[src/rtl/lfsr_sched.sv]
// 8-bit right-shift LFSR with button/prescaler/arbiter step sources and seed reload.
// Optional LFSR_SCHED_STEP_COUNT_EN adds a 16-bit applied-step counter output.
module lfsr_sched #(
  parameter int unsigned PRESCALE = 5000000,
  parameter int unsigned CNT_W    = 24
) (
  input  logic        clk,
  input  logic        rst,
  input  logic        btn_step,
  input  logic        run_en,
  input  logic        seed_load,
  input  logic [7:0]  seed,
  input  logic [1:0]  req,
  output logic [1:0]  gnt,
  output logic [7:0]  rand_out,
  output logic [7:0]  random_num,
  output logic        busy
`ifdef LFSR_SCHED_STEP_COUNT_EN
  ,
  output logic [15:0] step_cnt
`endif
);

  typedef enum logic [1:0] {IDLE, GNT, GAP} state_t;

  state_t           state, state_nxt;
  logic             winner, winner_nxt;
  logic             rr_last;
  logic [CNT_W-1:0] cnt;
  logic             tick;
  logic             step;
  logic             fb;

  assign tick = run_en && (cnt == CNT_W'(PRESCALE - 1));
  // All sources collapse to one step; a seed load overrides them.
  assign step = (btn_step || tick || (state == GNT)) && !seed_load;
  assign fb   = random_num[0] ^ random_num[2] ^ random_num[3] ^ random_num[4];

  always_ff @(posedge clk or posedge rst) begin
    if (rst) begin
      cnt <= '0;
    end else if (seed_load || !run_en || tick) begin
      cnt <= '0;
    end else begin
      cnt <= cnt + 1'b1;
    end
  end

  always_ff @(posedge clk or posedge rst) begin
    if (rst) begin
      random_num <= 8'h01;
    end else if (seed_load) begin
      random_num <= (seed == 8'h00) ? 8'h01 : seed;
    end else if (step) begin
      random_num <= {fb, random_num[7:1]};
    end
  end

`ifdef LFSR_SCHED_STEP_COUNT_EN
  always_ff @(posedge clk or posedge rst) begin
    if (rst) begin
      step_cnt <= '0;
    end else if (seed_load) begin
      step_cnt <= '0;
    end else if (step) begin
      step_cnt <= step_cnt + 16'd1;
    end
  end
`endif

  always_ff @(posedge clk or posedge rst) begin
    if (rst) begin
      state   <= IDLE;
      winner  <= 1'b0;
      rr_last <= 1'b1;
    end else begin
      state  <= state_nxt;
      winner <= winner_nxt;
      if (state == GNT) begin
        rr_last <= winner;
      end
    end
  end

  always_comb begin
    state_nxt  = state;
    winner_nxt = winner;
    unique case (state)
      IDLE: begin
        if ((req != 2'b00) && !seed_load) begin
          state_nxt  = GNT;
          winner_nxt = (req == 2'b11) ? ~rr_last : req[1];
        end
      end
      GNT:     state_nxt = GAP;
      GAP:     state_nxt = IDLE;
      default: state_nxt = IDLE;
    endcase
  end

  always_comb begin
    gnt      = 2'b00;
    rand_out = '0;
    busy     = (state != IDLE);
    if (state == GNT) begin
      gnt[winner] = 1'b1;
      rand_out    = random_num;
    end
  end

endmodule

[config.mk]
export PLATFORM = sky130hd
export DESIGN_NAME = lfsr_sched
export DESIGN_NICKNAME = d
export VERILOG_FILES = /design/src/rtl/lfsr_sched.sv
export SDC_FILE = /design/constraint.sdc
export NUM_CORES = 1
export LEC_CHECK = 0
export ABC_AREA = 1
export ABC_CLOCK_PERIOD_IN_PS = 1550
export BUFFER_PORTS_ARGS = -buffer_cell sky130_fd_sc_hd__buf_2
export CORE_MARGIN = 2
export CORE_UTILIZATION = 37
export CTS_BUF_LIST = sky130_fd_sc_hd__clkbuf_4 sky130_fd_sc_hd__clkbuf_8
export DETAILED_ROUTE_END_ITERATION = 7
export SLEW_MARGIN = 20
export SYNTH_ARGS = -nofsm -noshare
export SYNTH_HDL_FRONTEND = slang
export SYNTH_SLANG_ARGS = --single-unit
[constraint.sdc]
create_clock -name clk -period 1.55 [get_ports clk]
set_input_delay 0.0775 -clock clk [delete_from_list [all_inputs] [get_ports clk]]
set_output_delay 0.0775 -clock clk [all_outputs]
set_load 0.05 [all_outputs]
Word-level counts from Yosys, hierarchy flattened --
Index checks and enable logic that the tools add are counted.
Storage, ports and cells: word-level logic and storage cells 43, bits in latches 0, bits in read-only memories 0, flip-flop bits (word level) 36, memory bits (writable) 0, memories kept 0
Operators by class: order comparisons 2, shift-type cells 0, reduce and logical (&&, ||, !) cells 16, mux-type cells 11, bitwise operators 4, multipliers 0, $add $sub $neg 1, divide/modulo/power cells 0, equal/unequal tests 4
Operator list (count):
- $mux W8 | 4
- $add A24 B1 Y24 const B | 1
- $eq A24 B23 Y1 const B | 1
- $mux W24 | 1
- $logic_not A8 Y1 | 1
- $reduce_bool A2 Y1 | 3
- $logic_and A1 B1 Y1 | 4
- $logic_or A1 B1 Y1 | 4
- $mux W2 | 2
- $pmux W2 S2 | 1
- $xor A1 B1 Y1 | 3
- $eq A2 B1 Y1 const B | 1
- $eq A2 B2 Y1 const B | 1
- $logic_not A1 Y1 | 2
- $logic_not A2 Y1 | 1
- $lt A1 B2 Y1 const B | 1
- $mux W1 | 2
- $ne A2 B2 Y1 const B | 1
- $reduce_and A2 Y1 | 1
- $demux W1 S1 | 1
- $ge A1 B1 Y1 const B | 1
- $not A1 Y1 | 1

Longest topological paths before layout --
Gate-level depths: netlist of the first run.
depth in word-level cells 7, mapped depth 9, gate-level depth less buffers 9

Worst setup path before layout of the first run --
OpenSTA, ideal clock, no wires.
kind reg-to-reg, start reg state[1], end reg rr_last, data arrival time 1.614 ns, library setup time 0.111 ns, slack -0.174 ns, clock period less this slack 1.724 ns, cell stages (with the launch flop) 5, required time 1.439 ns, cell sequence dfrtp_1 nor2_1 clkinv_1 nor2_1 nor2_1
On the way: cells in the longest elaborated chain, start to end 1
RTL lines:
- start, declared | RTL line 26 | state_t state, state_nxt;
- start signal, assigned | RTL line 77 | state <= state_nxt;
- $eq A2 B1 Y1 | RTL line 79 | if (state == GNT) begin
- end signal, assigned | RTL line 80 | rr_last <= winner;
- end, declared | RTL line 28 | logic rr_last;
Every way passes these cells. A chain may end at the register's enable or synchronous reset.

Worst setup path after layout of the first run --
start reg state[1], end out rand_out[6]
On the way: cells in the longest elaborated chain, start to end 2
RTL lines:
- $eq A2 B1 Y1 | RTL line 105 | if (state == GNT) begin
- $mux W8 | RTL line 105
- end, declared | RTL line 15 | output logic [7:0] rand_out,
Every way passes these cells.

==> out/summary.txt, run 1 <==
Worst setup margin -> 0.0878 ns
DR pass1 iterations -> 4
Die Width -> 80.5 um
Post-Place Setup Slack -> 0.0824 ns
Arr. time, crit path -> 1.38 ns
Max FO, Critical Path -> 10
Mapped Nets -> 325
Worst slew pin tran -> 0.705 ns
RSZ-0062 raised after global routing -> false
Worst path most repeated cell -> nor2_1
TritonCTS Buffers -> 5
Syn avg cell area -> 7.01 sq um
Root buffer cell -> clkbuf_8
Power after layout -> 2.29 mW
WP data required -> 1.47 ns
Area added between synthesis and finish -> 21.3%
DRC Markers -> 0
Kind of critical path -> flip-flop to primary output
Outcome -> finished clean
Power per cell area -> 872 nW/um^2
Initial DRC count -> 121
Post-synth cell types -> 23
Sequential area share after synthesis -> 41.7%
Max-Cap Viols -> 0
Netlist Area Pre-Place -> 2170 sq um
Pleak -> 1.22 nW
CP bufs+invs -> 2
Worst setup SP type -> flip-flop
Largest net degree at the start of global routing -> 37
Routed vias/inst -> 4.61
Tmin final -> 1.46 ns
Syn Inst Count -> 309
ANT nets after route -> 0
Top delay family on crit path -> buffers and inverters
CORE AREA -> 5570 sq um
Final HPWL DP -> 3690 um
Hold Fails Final Rpt -> 0
Ant diodes -> 0
FF+latch area -> 903 sq um
Grt total ovfl -> 0
Final GP Congestion -> 0.849
Slowest stage delay, CP -> 0.38 ns
Count of final setup violators -> 0
Initial antenna violation count -> 0
# rows -> 27
Class of the worst hold path -> input pin to flip-flop
Slowest cell on crit path -> dfrtp_1
Share of cells above drive strength 1 -> 20.9%
Port bufs -> 33
Detailed-route via count -> 1984
Die height -> 80.5 um
Initial Utilization -> 38.9%
Layout Nets -> 373
Clock Path Buffers -> 2
Mean routed wirelength per cell -> 11.9 um
Fmax -> 0.684 GHz
Vias in the first global route -> 1858
Layout fillers -> 600
Area of the multi-input gates -> 1140 sq um
Max Transition Viols Final -> 0
WL final -> 5100 um
Most frequent cells in the layout -> nand2_1, nor2_1, dfrtp_1, inv_1, buf_2
GRT Overall Usage -> 16.9%
Rel. slew slack -> 52.8%
Die area -> 6490 sq um
Sink Count -> 36
Commonest non-fill, non-tap cell in the layout -> nand2_1
Clock transition at the registers of the reported paths -> 0.07 ns
CP Cell Sequence -> nor2_1 -> bufinv_8 -> nor2_1 -> buf_2
I/O Pins -> 34
Crit path capture type -> primary output
Maximum VDD drop -> 347 uV
Reg-to-reg slack, setup -> 0.12 ns
Clk_skew -> 0.00138 ns
Synth Register Bits -> 36
Setup repair bufs after CTS -> 0
Htree depth -> 2
CTS tree -> done
Final Cycle Share -> 94.3%
Clock Latency Late Sink -> 0.29 ns
Syn. warnings -> 0
First-pass GRT wire length -> 8550 um
[through the flow]
stage / util (%) / TNS (ns) / cell area [sq um] / std cells / hold WS, ns
after floorplan: - / -0.517 / 2170 / 309 / 0.224
after global placement: 44.1 / 0 / 2460 / 419 / 0.216
after detailed placement: 44.1 / 0 / 2460 / 419 / 0.209
after CTS: 46.1 / 0 / 2570 / 428 / 0.0259
after global routing: 47.2 / 0 / 2630 / 430 / 0.0596
final: 47.2 / 0 / 2630 / 430 / 0.0327
[Yosys cell counts, drive strengths merged]
cell    number  area (sq um)
dfrtp       34           851
dfstp        2          52.6
clkinv       1          3.75
nand2      100           407
nand3       20           113
clkbuf       2          7.51
nand3b       1          7.51
xor2        10          87.6
inv         33           124
ha           1          12.5
nor2        84           340
nor3         3          31.3
a21oi        2          10.0
buf          2          31.3
o21ai        9          45.0
xnor2        5          43.8
[logic make-up after synthesis]
logic type,share of synthesized area [%]
flip-flops,41.7
AND/OR/NAND/NOR,41.5
XOR/XNOR,6.06
buffers and inverters,7.68
AO/OA/AOI/OAI,2.54
adder cells (fa/ha/maj),0.577
[area by class of cell]
cell class	count	area share (%)
tap	72	3.43
inverter	34	5.38
sequential	36	34.4
timing repair buffer	43	9.80
multi-input combinational	237	43.3
clock buffer	8	3.71
[tightest hold or removal path, stage by stage]
cell and delay (ns):
buf_2 0.09, nand3_1 0.06, o21ai_0 0.06
[per-layer routing]
metal	GRT usage, %	share of wire (%)	vias to the layer above
li1	-	-	1028
met1	23.6	48	913
met2	25.8	47	37
met3	3.03	3.5	6
met4	6.78	1.5	0
met5	0	0	-
[flip-flops by register name (all words and copies together) (netlist names)]
| register | count |
|---|---|
| cnt | 24 |
| random_num | 8 |
| state | 2 |
| rr_last | 1 |
| winner | 1 |
[power breakdown]
group          leakage, nW  switching [mW]  total (mW)  internal, mW
Combinational        0.688           0.373       0.511         0.138
Clock               0.0523           0.333       0.730         0.397
Sequential           0.480          0.0463        1.05          1.00
Total                 1.22           0.752        2.29          1.54
[final timing paths]
check / cells past startpoint / endpoint / startpoint
min reg2reg: 2 / rr_last / rr_last
max reg2reg: 7 / cnt[9] / cnt[4]
max: 4 / rand_out[6] / state[1]
min in group asynchronous: 4 / cnt[21] / rst
max in group asynchronous: 4 / random_num[0] / rst
min: 3 / winner / req[1]
[repair_timing]
action	in CTS	in global routing
hold buffers	1	0
setup endpoints to repair	10	40
gates cloned	0	2
pin swaps	0	3
endpoints found under the hold margin	34	0
resized for setup	3	9
Note: power is estimated with default switching activity, not from simulation.
==> run 2: changes to the inputs <==
--- a/config.mk
+++ b/config.mk
@@ -5,9 +5,8 @@
 export SDC_FILE = /design/constraint.sdc
 export NUM_CORES = 1
 export LEC_CHECK = 0
-export ABC_AREA = 1
 export ABC_CLOCK_PERIOD_IN_PS = 1550
-export BUFFER_PORTS_ARGS = -buffer_cell sky130_fd_sc_hd__buf_2
+export BUFFER_PORTS_ARGS = -buffer_cell sky130_fd_sc_hd__buf_4
 export CORE_MARGIN = 2
 export CORE_UTILIZATION = 37
 export CTS_BUF_LIST = sky130_fd_sc_hd__clkbuf_4 sky130_fd_sc_hd__clkbuf_8
==> run 2 against run 1 <==
  * The flow now finishes with violations (negative setup slack)
  * Highest routed layer unchanged
  * Clock power fell by 2%
  * Worst setup slack got worse by 0.29 ns
  * Non-clock buffer count rose by 43
  * Die area fell by 6.9%
  * Count of clock-buffer cells in the layout did not move
  * Synthesized cell count fell by 29%
  * Via count fell by 2.4%
  * Global-route usage rose by 0.80 points
  * Maximum frequency fell by 17%
  * Cell area rose by 11%
  * Routed wire length fell by 1.7%
  * Power rose by 2.1%
==> out/summary.txt, run 2 <==
Netlist Area Pre-Place -> 2010 sq um
Synth cell count leaders -> dfrtp_1, nor2_1, nand2_1
Die area -> 6040 sq um
I/O Pins -> 34
Reg with most FFs -> cnt
Max-Cap Viols -> 0
Max Transition Viols Final -> 0
DR pass1 iterations -> 4
CP Cell Sequence -> ha_4 -> nand2_2 -> or4_4 -> or2_4 -> o211ai_1
Setup TNS -> -5.74 ns
Power after layout -> 2.34 mW
Synth Area in XOR/XNOR -> 6.53%
Largest registers -> cnt (24), random_num (8), state (2)
Layout Nets -> 317
Clk_skew -> 0.00712 ns
Post-synth EDFFs -> 0
Yosys top cell by area -> dfrtp_1
Most frequent cells in the layout -> buf_4, dfrtp_1, nor2_1, nand2_1
Max FFs per register -> 24
Most numerous cell in the Yosys netlist -> dfrtp_1
Commonest non-fill, non-tap cell in the layout -> buf_4
Vias in the first global route -> 1866
Syn. warnings -> 0
Final Cycle Share -> 113%
First-pass GRT wire length -> 8700 um
Grt total ovfl -> 0
CTS tree -> done
Initial DRC count -> 54
Share of cells above drive strength 1 -> 38.1%
Worst Hold Depth -> 3
Compound-cell area share of the yosys netlist -> 14.9%
Async S/R FF share, synth -> 100%
Outcome -> finished, violations left
Simple-gate share of the synthesized area -> 29.0%
Area added between synthesis and finish -> 44.9%
Sink Count -> 36
Die Width -> 77.7 um
Worst slew pin tran -> 0.454 ns
Worst r2r path cells -> 5
Post-synth cell types -> 38
Synth Area in Adders -> 0.622%
Crit path capture type -> flip-flop
Maximum VDD drop -> 336 uV
CORE AREA -> 5170 sq um
Failing checks -> negative setup slack
Hold Startpoint -> req[1]
Sequential area share after synthesis -> 44.9%
Tmin final -> 1.75 ns
Largest cells by area after synthesis -> dfrtp_1, o211ai_1, xnor2_1
WP data required -> 1.74 ns
Worst setup SP type -> flip-flop
Ant diodes -> 0
Syn Inst Count -> 220
Mapped Nets -> 236
Routed vias/inst -> 5.21
RSZ-0062 raised after global routing -> true
Rel. slew slack -> 69.8%
Hold WS -> 0.0338 ns
Clock Latency Late Sink -> 0.28 ns
Synth Register Bits -> 36
Max FO, Critical Path -> 7
Root buffer cell -> clkbuf_8
Synth Flop Type -> dfrtp_1
Count of final setup violators -> 32
WL final -> 5010 um
Clock transition at the registers of the reported paths -> 0.06 ns
Detailed-route via count -> 1937
# rows -> 26
Htree depth -> 2
Power per cell area -> 803 nW/um^2
Combinational family with the most area after synthesis -> simple AND/OR/NAND/NOR gates
Slowest cell on crit path -> or4_4
Die height -> 77.7 um
Hold Fails Final Rpt -> 0
Arr. time, crit path -> 1.94 ns
Clock Path Buffers -> 2
Worst r2r src -> cnt[0]
Mean routed wirelength per cell -> 13.5 um
Final GP Congestion -> 0.796
Initial Utilization -> 38.9%
GRT Overall Usage -> 17.7%
Slowest stage delay, CP -> 0.54 ns
Kind of critical path -> flip-flop to flip-flop
Pleak -> 1.27 nW
ANT nets after route -> 0
Class of the worst hold path -> input pin to flip-flop
Fmax -> 0.571 GHz
Syn avg cell area -> 9.14 sq um
Final HPWL DP -> 3510 um
Post-synthesis mux area share -> 0.560%
Setup crit start -> cnt[0]
Top cell type's share of synthesized area -> 42.3%
Largest net degree at the start of global routing -> 37
Worst setup margin -> -0.202 ns
DRC Markers -> 0
Initial antenna violation count -> 0
TritonCTS Buffers -> 5
Port bufs -> 33
==> run 2: cell count changes after synthesis, sizes merged, moves of 6 or more <==
cell / before / now
o211ai: 0 / 11
or3: 0 / 6
a21oi: 2 / 10
nand3: 20 / 11
or4: 0 / 8
nor2b: 0 / 7
and2: 0 / 10
nand2: 100 / 15
clkbuf: 2 / 8
inv: 33 / 4
nor2: 84 / 18
nand4: 0 / 7
==> run 2: final timing paths <==
path | endpoint | slack (ns)
setup / recovery | random_num[5] | -0.20
hold / removal | winner | 0.03
setup reg to reg | random_num[5] | -0.20
hold reg to reg | state[0] | 0.54
max in group asynchronous | rr_last | 0.75
min in group asynchronous | winner | 0.46
==> run 2: timing repair <==
action | in CTS | in global routing
gates cloned | 0 | 1
setup endpoints to repair | 32 | 42
hold buffers | 1 | 0
pin swaps | 8 | 10
resized for setup | 11 | 6
buffers inserted | 6 | 2
endpoints found under the hold margin | 34 | 0
==> run 2: power breakdown <==
part           internal [mW]  switching [mW]
Clock                  0.397           0.319
Combinational          0.213           0.357
Sequential              1.01          0.0484
==> run 2: logic make-up after synthesis <==
group           count (synthesis)
mux                             1
fa+ha+maj                       1
xor+xnor                       15
buf+inv                        17
simple gates                  105
compound gates                 45
flops                          36
==> run 2: routing by layer <==
layer / GRT usage (%) / share of wire (%)
met1: 23.8 / 45
met4: 4.29 / 0.40
met2: 28.7 / 49
met5: 0 / 0
met3: 4.42 / 5.7
==> run 2: critical path: cells and delay by family (launching register included) <==
family | cells | cell delay, ns
simple gates | 3 | 0.88
flops | 1 | 0.42
compound gates | 1 | 0.19
fa+ha+maj | 1 | 0.17
==> run 2: layout make-up <==
cell class,instances,area (sq um)
clock buffers,8,97.6
flip-flops and latches,36,903
inverters,5,18.8
fillers,480,2260
multi-input cells,167,1120
well taps,70,87.6
repair buffers,86,689
==> run 2: stage by stage <==
step / cells / area, sq um / util, % / setup WS, ns
3_3_place_gp: 354 / 2640 / 51.1 / -0.251
5_1_grt: 372 / 2910 / 56.3 / -0.272
6_report: 372 / 2910 / 56.3 / -0.202
3_5_place_dp: 354 / 2640 / 51.1 / -0.308
2_1_floorplan: 220 / 2050 / - / -0.327
4_1_cts: 369 / 2840 / 54.9 / -0.205
==> run 3: changes to the inputs <==
--- a/config.mk
+++ b/config.mk
@@ -5,7 +5,7 @@
 export SDC_FILE = /design/constraint.sdc
 export NUM_CORES = 1
 export LEC_CHECK = 0
-export ABC_CLOCK_PERIOD_IN_PS = 1550
+export ABC_AREA = 1
 export BUFFER_PORTS_ARGS = -buffer_cell sky130_fd_sc_hd__buf_4
 export CORE_MARGIN = 2
 export CORE_UTILIZATION = 37
==> run 3 against run 2 <==
  * The flow now finishes without violations
  * Power up 4.5%
  * Worst setup slack better by 0.31 ns
  * Non-clock buffer count down 41
  * Critical path type unchanged
  * Critical endpoint is now cnt[14]
  * Highest routed layer unchanged
==> out/summary.txt, run 3 (synthesis gave the netlist of run 1 again) <==
WP data required -> 1.74 ns
Max-Cap Viols -> 0
Initial Utilization -> 38.9%
Count of final setup violators -> 0
Initial DRC count -> 99
Initial antenna violation count -> 0
Top Layer Used -> met4
Final Cycle Share -> 92.7%
Slowest stage delay, CP -> 0.40 ns
Clock Latency Late Sink -> 0.30 ns
Layout Nets -> 375
Maximum VDD drop -> 437 uV
Commonest non-fill, non-tap cell in the layout -> nand2_1
CP Cell Sequence -> nand2_1 -> nand3b_1 -> nor2_4 -> nand2_4 -> nand2_8 -> nor2_1
TritonCTS Buffers -> 5
RSZ-0062 raised after global routing -> true
Power after layout -> 2.45 mW
Power per cell area -> 897 nW/um^2
Largest registers -> cnt (24), random_num (8), state (2)
Max FFs per register -> 24
Class of the worst hold path -> input pin to flip-flop
I/O Pins -> 34
Tmin final -> 1.44 ns
Kind of critical path -> flip-flop to flip-flop
Worst r2r src -> cnt[18]
Clk_skew -> 0.00546 ns
Clock Path Buffers -> 2
Met3 wire length -> 157 um
Share of cells above drive strength 1 -> 21.1%
Clock transition at the registers of the reported paths -> 0.07 ns
Reg with most FFs -> cnt
Worst setup SP type -> flip-flop
Routed vias/inst -> 4.62
Die Width -> 80.5 um
Met2 wire length -> 2390 um
Rel. slew slack -> 52.4%
Core Util, Final -> 48.9%
Hold Startpoint -> req[1]
Outcome -> finished clean
Sw Pwr -> 0.773 mW
Port bufs -> 33
Pleak -> 1.26 nW
Largest net degree at the start of global routing -> 37
Grt total ovfl -> 0
DRC Markers -> 0
Arr. time, crit path -> 1.63 ns
Root buffer cell -> clkbuf_8
Pint -> 1.67 mW
Slowest cell on crit path -> dfrtp_1
Crit path capture type -> flip-flop
Sink Count -> 36
Detailed-route via count -> 1995
Mean routed wirelength per cell -> 11.8 um
Ant diodes -> 0
Vias in the first global route -> 1867
Sequential share of power -> 43.0%
First-pass GRT wire length -> 8360 um
Met1 WL -> 2490 um
Area added between synthesis and finish -> 25.8%
Hold Fails Final Rpt -> 0
Most frequent cells in the layout -> nand2_1, nor2_1, buf_4, dfrtp_1, inv_1
WL final -> 5110 um
DP Cell Count -> 420
Clock share of power -> 34.6%
Die area -> 6490 sq um
CORE AREA -> 5570 sq um
CTS tree -> done
Switching share of power -> 31.6%
Worst slew pin tran -> 0.712 ns
Final HPWL DP -> 3730 um
Fmax -> 0.696 GHz
Max FO, Critical Path -> 12
DR pass1 iterations -> 4
Final non-filler cell total -> 432
Setup crit start -> cnt[18]
Combinational Power Share -> 22.4%
Die height -> 80.5 um
# rows -> 27
Max Transition Viols Final -> 0
ANT nets after route -> 0
Htree depth -> 2
Final GP Congestion -> 0.858
GRT Overall Usage -> 16.7%
[run 3: cell types whose count changed in the layout (fill, tap and decap cells not counted), moves of 8 or more]
cell,previous run,this run
nand3_1,11,19
and2_1,10,0
inv_1,4,33
buf_4,80,43
a21oi_1,10,2
nor2_1,18,72
nor2_2,0,11
nand2_1,14,97
o211ai_1,11,0
[run 3: worst max-delay path, delay by kind of cell (launching register included)]
kind	cells	cell delay, ns
DFF	1	0.40
and+or+nand+nor	6	0.91
[run 3: area by class of cell]
cell class | instances | area [sq um]
Fill cell | 566 | 2850
Clock buffer | 6 | 76.3
Multi-Input combinational cell | 237 | 1140
Sequential cell | 36 | 903
Timing Repair Buffer | 45 | 344
Inverter | 34 | 141
Clock inverter | 2 | 35.0
Tap cell | 72 | 90.1
[run 3: layer usage]
layer  vias up  global-route usage (%)
met5         -                       0
met4         0                    4.41
met3         8                    4.38
met2        28                    26.8
met1       925                    22.2
li1       1034                       -
[run 3: power by group through the flow]
stage / logic, mW / clock network (mW) / registers [mW]
finish: 0.548 / 0.846 / 1.05
global route: 0.600 / 0.901 / 1.06
floorplan: 0.264 / 0 / 1.17
detailed placement: 0.536 / 0 / 1.07
global placement: 0.534 / 0 / 1.07
CTS: 0.540 / 0.864 / 1.05
[run 3: worst paths after layout]
kind,cells past startpoint,slack (ns),to
min in group asynchronous,4,0.44,state[0]
worst min-delay path,3,0.03,winner
worst max-delay path,6,0.11,cnt[14]
worst min register to register,2,0.51,rr_last
max in group asynchronous,4,0.77,random_num[0]
worst max register to register,6,0.11,cnt[14]
[run 3: through the flow]
| step | hold slack, ns | setup TNS (ns) | cell area, sq um | worst slack [ns] |
|---|---|---|---|---|
| 2_1_floorplan | 0.224 | -0.517 | 2170 | -0.0574 |
| 5_1_grt | 0.0224 | -0.00849 | 2730 | -0.00421 |
| 4_1_cts | 0.0201 | 0 | 2670 | 0.0527 |
| 3_5_place_dp | 0.225 | 0 | 2550 | 0.0786 |
| 3_3_place_gp | 0.226 | 0 | 2550 | 0.0986 |
| 6_report | 0.0260 | 0 | 2730 | 0.113 |
[run 3: timing repair]
action | CTS | global route
hold endpoints to repair | 34 | 0
endpoints found under the setup margin | 10 | 34
hold buffers | 1 | 0
buffers inserted | 0 | 1
pin swaps | 0 | 3
cloned | 0 | 2
resized for setup | 1 | 5
